File: src/rtl/ula_multiciclo_pkg.sv
// Shared definitions for the multi-cycle ALU: ALUCon codes, FSM states and
// a small op-classification helper used by the control logic.
package ula_multiciclo_pkg;

  localparam int ULA_WIDTH = 32;

  // ALUCon codes, shared with the ALU control stage
  localparam logic [2:0] ULA_ADD  = 3'b000;
  localparam logic [2:0] ULA_SUB  = 3'b001;
  localparam logic [2:0] ULA_MULT = 3'b010;
  localparam logic [2:0] ULA_DIV  = 3'b011;
  localparam logic [2:0] ULA_SLT  = 3'b100;

  typedef enum logic [1:0] {
    ST_IDLE = 2'b00,
    ST_CALC = 2'b01,
    ST_DONE = 2'b10
  } ula_state_e;

  function automatic logic is_long_op(input logic [2:0] alucon);
    return (alucon == ULA_MULT) || (alucon == ULA_DIV);
  endfunction

endpackage

File: src/rtl/ula_iter_muldiv.sv
// Iterative signed mult/div engine: operates on magnitudes with a 2*WIDTH
// shift accumulator, one step per cycle, and applies the sign fix-up.
module ula_iter_muldiv #(
  parameter int WIDTH = 32
) (
  input  logic             clk,
  input  logic             reset,
  input  logic             load,
  input  logic             step,
  input  logic             is_div,
  input  logic [WIDTH-1:0] a,
  input  logic [WIDTH-1:0] b,
  output logic [WIDTH-1:0] lo,
  output logic [WIDTH-1:0] hi,
  output logic             last
);

  localparam int CW = $clog2(WIDTH);

  logic [2*WIDTH-1:0] acc_q, acc_d, acc_step_s, prod_s;
  logic [WIDTH-1:0]   mag_q, mag_d, a_q, a_d;
  logic [WIDTH-1:0]   mag_a_s, mag_b_s, quo_s, rem_s;
  logic [WIDTH:0]     sum_s, rem_sh_s, diff_s;
  logic               div_q, div_d, a_neg_q, a_neg_d, b_neg_q, b_neg_d, dbz_q, dbz_d;
  logic [CW-1:0]      cnt_q, cnt_d;

  // One iteration of shift-add or restoring division, plus final fix-up
  always_comb begin
    mag_a_s  = a[WIDTH-1] ? ({WIDTH{1'b0}} - a) : a;
    mag_b_s  = b[WIDTH-1] ? ({WIDTH{1'b0}} - b) : b;
    sum_s    = {1'b0, acc_q[2*WIDTH-1:WIDTH]} + {1'b0, mag_q};
    rem_sh_s = {acc_q[2*WIDTH-1:WIDTH], acc_q[WIDTH-1]};
    diff_s   = rem_sh_s - {1'b0, mag_q};
    if (div_q) begin
      // partial remainder stays below the divisor, so its top bit is always clear
      if (!diff_s[WIDTH]) begin
        acc_step_s = {diff_s[WIDTH-1:0], acc_q[WIDTH-2:0], 1'b1};
      end else begin
        acc_step_s = {rem_sh_s[WIDTH-1:0], acc_q[WIDTH-2:0], 1'b0};
      end
    end else if (acc_q[0]) begin
      acc_step_s = {sum_s, acc_q[WIDTH-1:1]};
    end else begin
      acc_step_s = {1'b0, acc_q[2*WIDTH-1:1]};
    end

    prod_s = (a_neg_q ^ b_neg_q) ? ({(2*WIDTH){1'b0}} - acc_step_s) : acc_step_s;
    quo_s  = acc_step_s[WIDTH-1:0];
    rem_s  = acc_step_s[2*WIDTH-1:WIDTH];
    if (dbz_q) begin
      lo = {WIDTH{1'b1}};
      hi = a_q;
    end else if (div_q) begin
      lo = (a_neg_q ^ b_neg_q) ? ({WIDTH{1'b0}} - quo_s) : quo_s;
      hi = a_neg_q ? ({WIDTH{1'b0}} - rem_s) : rem_s;
    end else begin
      lo = prod_s[WIDTH-1:0];
      hi = prod_s[2*WIDTH-1:WIDTH];
    end
    last = (cnt_q == CW'(WIDTH - 1));
  end

  // Next-state for operand capture and iteration
  always_comb begin
    acc_d   = acc_q;
    mag_d   = mag_q;
    a_d     = a_q;
    div_d   = div_q;
    a_neg_d = a_neg_q;
    b_neg_d = b_neg_q;
    dbz_d   = dbz_q;
    cnt_d   = cnt_q;
    if (load) begin
      acc_d   = {{WIDTH{1'b0}}, (is_div ? mag_a_s : mag_b_s)};
      mag_d   = is_div ? mag_b_s : mag_a_s;
      a_d     = a;
      div_d   = is_div;
      a_neg_d = a[WIDTH-1];
      b_neg_d = b[WIDTH-1];
      dbz_d   = is_div && (b == {WIDTH{1'b0}});
      cnt_d   = {CW{1'b0}};
    end else if (step) begin
      acc_d = acc_step_s;
      cnt_d = cnt_q + {{(CW-1){1'b0}}, 1'b1};
    end else begin
      acc_d = acc_q;
    end
  end

  // Engine state registers
  always_ff @(posedge clk or posedge reset) begin
    if (reset) begin
      acc_q   <= {(2*WIDTH){1'b0}};
      mag_q   <= {WIDTH{1'b0}};
      a_q     <= {WIDTH{1'b0}};
      div_q   <= 1'b0;
      a_neg_q <= 1'b0;
      b_neg_q <= 1'b0;
      dbz_q   <= 1'b0;
      cnt_q   <= {CW{1'b0}};
    end else begin
      acc_q   <= acc_d;
      mag_q   <= mag_d;
      a_q     <= a_d;
      div_q   <= div_d;
      a_neg_q <= a_neg_d;
      b_neg_q <= b_neg_d;
      dbz_q   <= dbz_d;
      cnt_q   <= cnt_d;
    end
  end

endmodule

File: src/rtl/ula_multiciclo.sv
// Multi-cycle ALU top: start/busy/done FSM, single-cycle add/sub/slt path,
// and registered result/hi/zero outputs fed by the iterative mult/div engine.
module ula_multiciclo
  import ula_multiciclo_pkg::*;
#(
  parameter int WIDTH = ULA_WIDTH
) (
  input  logic             clk,
  input  logic             reset,
  input  logic             start,
  input  logic [2:0]       ALUCon,
  input  logic [WIDTH-1:0] A,
  input  logic [WIDTH-1:0] B,
  output logic [WIDTH-1:0] result,
  output logic [WIDTH-1:0] hi,
  output logic             zero,
  output logic             busy,
  output logic             done
);

  ula_state_e       state_q, state_d;
  logic [WIDTH-1:0] result_q, result_d, hi_q, hi_d, single_s;
  logic [WIDTH-1:0] md_lo_s, md_hi_s;
  logic             zero_q, zero_d, busy_q, busy_d, done_q, done_d;
  logic             md_load_s, md_step_s, md_last_s;

  ula_iter_muldiv #(.WIDTH(WIDTH)) u_muldiv (
    .clk    (clk),
    .reset  (reset),
    .load   (md_load_s),
    .step   (md_step_s),
    .is_div (ALUCon == ULA_DIV),
    .a      (A),
    .b      (B),
    .lo     (md_lo_s),
    .hi     (md_hi_s),
    .last   (md_last_s)
  );

  // Single-cycle datapath; reserved codes yield zero
  always_comb begin
    case (ALUCon)
      ULA_ADD: single_s = A + B;
      ULA_SUB: single_s = A - B;
      ULA_SLT: single_s = {{(WIDTH-1){1'b0}}, ($signed(A) < $signed(B))};
      default: single_s = {WIDTH{1'b0}};
    endcase
  end

  // FSM next-state and output register updates
  always_comb begin
    state_d   = state_q;
    result_d  = result_q;
    hi_d      = hi_q;
    zero_d    = zero_q;
    md_load_s = 1'b0;
    md_step_s = 1'b0;
    case (state_q)
      ST_IDLE, ST_DONE: begin
        if (start) begin
          if (is_long_op(ALUCon)) begin
            md_load_s = 1'b1;
            state_d   = ST_CALC;
          end else begin
            result_d = single_s;
            zero_d   = (single_s == {WIDTH{1'b0}});
            state_d  = ST_DONE;
          end
        end else begin
          state_d = ST_IDLE;
        end
      end
      ST_CALC: begin
        md_step_s = 1'b1;
        if (md_last_s) begin
          result_d = md_lo_s;
          hi_d     = md_hi_s;
          zero_d   = (md_lo_s == {WIDTH{1'b0}});
          state_d  = ST_DONE;
        end else begin
          state_d = ST_CALC;
        end
      end
      default: state_d = ST_IDLE;
    endcase
    busy_d = (state_d == ST_CALC);
    done_d = (state_d == ST_DONE);
  end

  // State and output registers
  always_ff @(posedge clk or posedge reset) begin
    if (reset) begin
      state_q  <= ST_IDLE;
      result_q <= {WIDTH{1'b0}};
      hi_q     <= {WIDTH{1'b0}};
      zero_q   <= 1'b1;
      busy_q   <= 1'b0;
      done_q   <= 1'b0;
    end else begin
      state_q  <= state_d;
      result_q <= result_d;
      hi_q     <= hi_d;
      zero_q   <= zero_d;
      busy_q   <= busy_d;
      done_q   <= done_d;
    end
  end

  assign result = result_q;
  assign hi     = hi_q;
  assign zero   = zero_q;
  assign busy   = busy_q;
  assign done   = done_q;

endmodule
File: config.mk
export PLATFORM = sky130hd
export DESIGN_NAME = ula_multiciclo
export DESIGN_NICKNAME = d
export VERILOG_FILES = /design/src/rtl/ula_multiciclo_pkg.sv /design/src/rtl/ula_iter_muldiv.sv /design/src/rtl/ula_multiciclo.sv
export SDC_FILE = /design/constraint.sdc
export NUM_CORES = 1
export LEC_CHECK = 0
export BUFFER_PORTS_ARGS = -buffer_cell sky130_fd_sc_hd__buf_4
export CORE_ASPECT_RATIO = 1.25
export CORE_MARGIN = 4
export CORE_UTILIZATION = 57
export DETAILED_ROUTE_END_ITERATION = 10
export GPL_TIMING_DRIVEN = 0
export PLACE_DENSITY = 0.91
export SETUP_SLACK_MARGIN = 0.2
export SKIP_LAST_GASP = 1
export SLEW_MARGIN = 20
export SYNTH_ARGS = -nofsm -noshare
export SYNTH_HDL_FRONTEND = slang
export SYNTH_HIERARCHICAL = 1
export SYNTH_SLANG_ARGS = --single-unit
export TNS_END_PERCENT = 30
File: constraint.sdc
create_clock -name clk -period 6 [get_ports clk]
set_input_delay 1.2 -clock clk [delete_from_list [all_inputs] [get_ports clk]]
set_output_delay 1.2 -clock clk [all_outputs]
set_load 0.01 [all_outputs]
==> results_dict.tcl <==
set metrics [dict create \
    dieWidth_um 182 \
    grt_pass1_vias 25200 \
    vias_per_cell 7.19 \
    crit_path_cell_trace "clkbuf_1 -> clkbuf_1 -> clkbuf_1 -> buf_1 -> mux2i_4 -> ha_2 -> nor3b_4 -> o221ai_2 -> or4_4 -> o21ai_4 -> nand2_2 -> a21o_1 -> a21oi_4 -> nor2_4 -> or4_4 -> o41ai_4 -> xnor2_2 -> mux2_4 -> mux2_4" \
    grt_overflow 0 \
    track_usage 0.484 \
    post_drt_wl_per_cell_um 29.4 \
    ctsHoldBuffers 0 \
    seqCellArea_um2 5160 \
    synthArstFlopShare 1.00 \
    ir_drop_v 0.000279 \
    syn_area_um2 21600 \
    setup_violations 1 \
    setup-tns-final_ps -54.6 \
    grt_start_max_net_pins 99 \
    firstDrtPassIters 7 \
    cts_tree "built" \
    relSlewSlack 0.140 \
    synth_fp_nets 3015 \
    tightest_slew_ps 1280 \
    clk_latency_ps 580 \
    floorplan.initialDensity 0.578 \
    layout.nets 3230 \
    p_leak_nw 10.5 \
    row_count 79 \
    hold_path.class "reg2reg" \
    vias 25400 \
    finClkSkew_ps 30.7 \
    num-fill-cells 3111 \
    ctsHtreeMaxLevel 1 \
    ys_seq_elements 205 \
    slowest_stage "buf_1" \
    startpoint "u_muldiv/acc_q[0]$_DFFE_PP0P_" \
    crit_fanout 10 \
    finalCriticalPeriod_ps 6050 \
    route.detailed.drc 0 \
    status "finished, violations left" \
    grt_setup_unrepaired "true" \
    synth_edf_count 0 \
    area_delta_synth_final_pct 16.6 \
    numCtsBuffers 22 \
    finalCritPeriodShare 1.01 \
    hold_start "result[31]$_DFFE_PP0P_" \
    end_kind "flop" \
    crit_arrival_ps 6510 \
    antenna_found_initial 7 \
    crit_type "reg2reg" \
    numPortBuffers 136 \
    fp.dieArea_um2 41100 \
    cp_common_cell "clkbuf_1" \
    ys_types 106 \
    cts_sinks 205 \
    violations "negative setup slack" \
    core_um2 37400 \
    die_h_um 226 \
    startpoint_type "flop" \
    wirelength_mm 104 \
    hpwl_mm 79.0 \
    fmax_mhz 165 \
    yosysSeqAreaShare 0.237 \
    final_max_slew_viol_count 0 \
    placed_area_um2 23400 \
    worst_slack_ps -54.6 \
    drtIter0Drc 3646 \
    r2r-start "u_muldiv/acc_q[0]$_DFFE_PP0P_" \
    yosysWarnings 6 \
    pwr_density_cell_nw_per_um2 568 \
    cts_max_path_buffers 3 \
    power_w 0.0143 \
    pin_count 137 \
    root_buffer "clkbuf_16" \
    grt_pass1_wl_mm 152 \
    drtAntennaViolNets 0 \
    design_area_um2 25200 \
    fin_hold_ws_ps 497 \
    synth_flop_cell "dfrtp_1" \
    multi_input_area_um2 15900 \
    gp_congestion 1.13 \
    place_worst_setup_slack_ps -1850 \
    syn-mean-instance-area_um2 7.69 \
    drive_gt1_frac 0.159 \
    maxCapViolCount 0 \
    synthCells 2808 \
    hold_violations 0 \
    clkTransAtPathRegs_ps 60 \
    critPathMaxStageDelay_ps 540 \
    cp.required_ps 6460 \
]
-- stage by stage --
stage,cells,util
after global placement,3430,0.623
final,3527,0.674
after detailed placement,3433,0.625
after CTS,3502,0.663
after global routing,3525,0.674
after floorplan,2808,-
-- what timing repair did --
action	4_1_cts	5_1_grt
endpoints found under the setup margin	28	10
cloned	0	0
resized for setup	93	48
hold endpoints to repair	0	0
buffers inserted	30	22
pin swaps	19	26
-- area by class of cell --
type                    count  share of cell area
repair buffers            191              0.0582
clock inverters            11             0.00800
plain buffers             171              0.0311
clock buffers              28              0.0243
well taps                 486              0.0241
flip-flops and latches    205               0.205
inverters                 128              0.0195
diodes                      3            0.000298
multi-input cells        2304               0.630
-- placed cells by master (no fill, tap or decap), types with 71 or more instances in the layout --
master,instances
o211ai_1,73
nand2_1,328
xnor2_1,93
o21ai_0,193
dfrtp_1,184
a21oi_1,206
clkbuf_1,124
inv_1,112
mux2_2,71
mux2i_1,77
ha_1,116
nor2_1,230
buf_4,196
xor2_1,77
-- flip-flops by register name, summed over array words and instances, names as in the netlist --
| signal | cells |
|---|---|
| u_muldiv/acc_q | 64 |
| hi | 32 |
| result | 32 |
| u_muldiv/a_q | 32 |
| u_muldiv/mag_q | 32 |
| u_muldiv/cnt_q | 5 |
| state_q | 2 |
| busy | 1 |
| done | 1 |
| u_muldiv/b_neg_q | 1 |
| u_muldiv/dbz_q | 1 |
| u_muldiv/div_q | 1 |
| zero | 1 |
-- final timing paths --
kind                       slack (ps)  depth (start not counted)                              to
setup / recovery                  -50                         19              hi[22]$_DFFE_PP0P_
hold / removal                    500                          1          result[31]$_DFFE_PP0P_
setup reg to reg                  -50                         19              hi[22]$_DFFE_PP0P_
hold reg to reg                   500                          1          result[31]$_DFFE_PP0P_
max in group asynchronous        4480                          3  u_muldiv/acc_q[39]$_DFFE_PP0P_
min in group asynchronous         610                          2    u_muldiv/a_q[12]$_DFFE_PP0P_
-- where the power goes --
part | switching [W] | internal, W
Sequential | 0.000622 | 0.00186
Combinational | 0.00661 | 0.00362
Clock | 0.000637 | 0.000941
-- cell usage after synthesis, drive strengths merged (32+ instances only) --
cell type | instances | share of area
nand2 | 333 | 0.058
nor2 | 232 | 0.040
o21ai | 226 | 0.053
a21oi | 221 | 0.052
dfrtp | 204 | 0.24
ha | 133 | 0.077
inv | 126 | 0.022
clkbuf | 125 | 0.022
xnor2 | 95 | 0.039
mux2i | 78 | 0.036
xor2 | 77 | 0.031
mux2 | 73 | 0.038
o211ai | 73 | 0.025
nand3 | 59 | 0.014
a31oi | 58 | 0.017
nor3 | 58 | 0.014
buf | 46 | 0.010
nand4 | 41 | 0.012
a211oi | 34 | 0.012
nor4 | 33 | 0.011
nand2b | 32 | 0.0093
-- logic make-up after synthesis --
kind of cell,Yosys count,synth area share
XOR/XNOR,172,0.0697
AND/OR/NAND/NOR,963,0.216
AO/OA/AOI/OAI,881,0.267
flip-flops,205,0.237
buffers and inverters,299,0.0541
multiplexers,151,0.0744
adder cells (fa/ha/maj),137,0.0807
-- worst max-delay path, delay by kind of cell (launching register included) --
kind / cells / cell delay (ps)
fa+ha+maj: 1 / 250
compound gates: 5 / 1120
buf+inv: 4 / 1640
xor+xnor: 1 / 140
simple gates: 5 / 1420
mux: 3 / 940
flops: 1 / 450
-- per-layer routing --
metal | track usage | routed length (um) | vias to the layer above
met5 | 0 | 46 | -
met4 | 0.456 | 13000 | 6
met3 | 0.132 | 11100 | 802
met2 | 0.794 | 46900 | 2016
met1 | 0.496 | 32600 | 11800
li1 | - | - | 10700
Power figures use the tool's default switching activity.
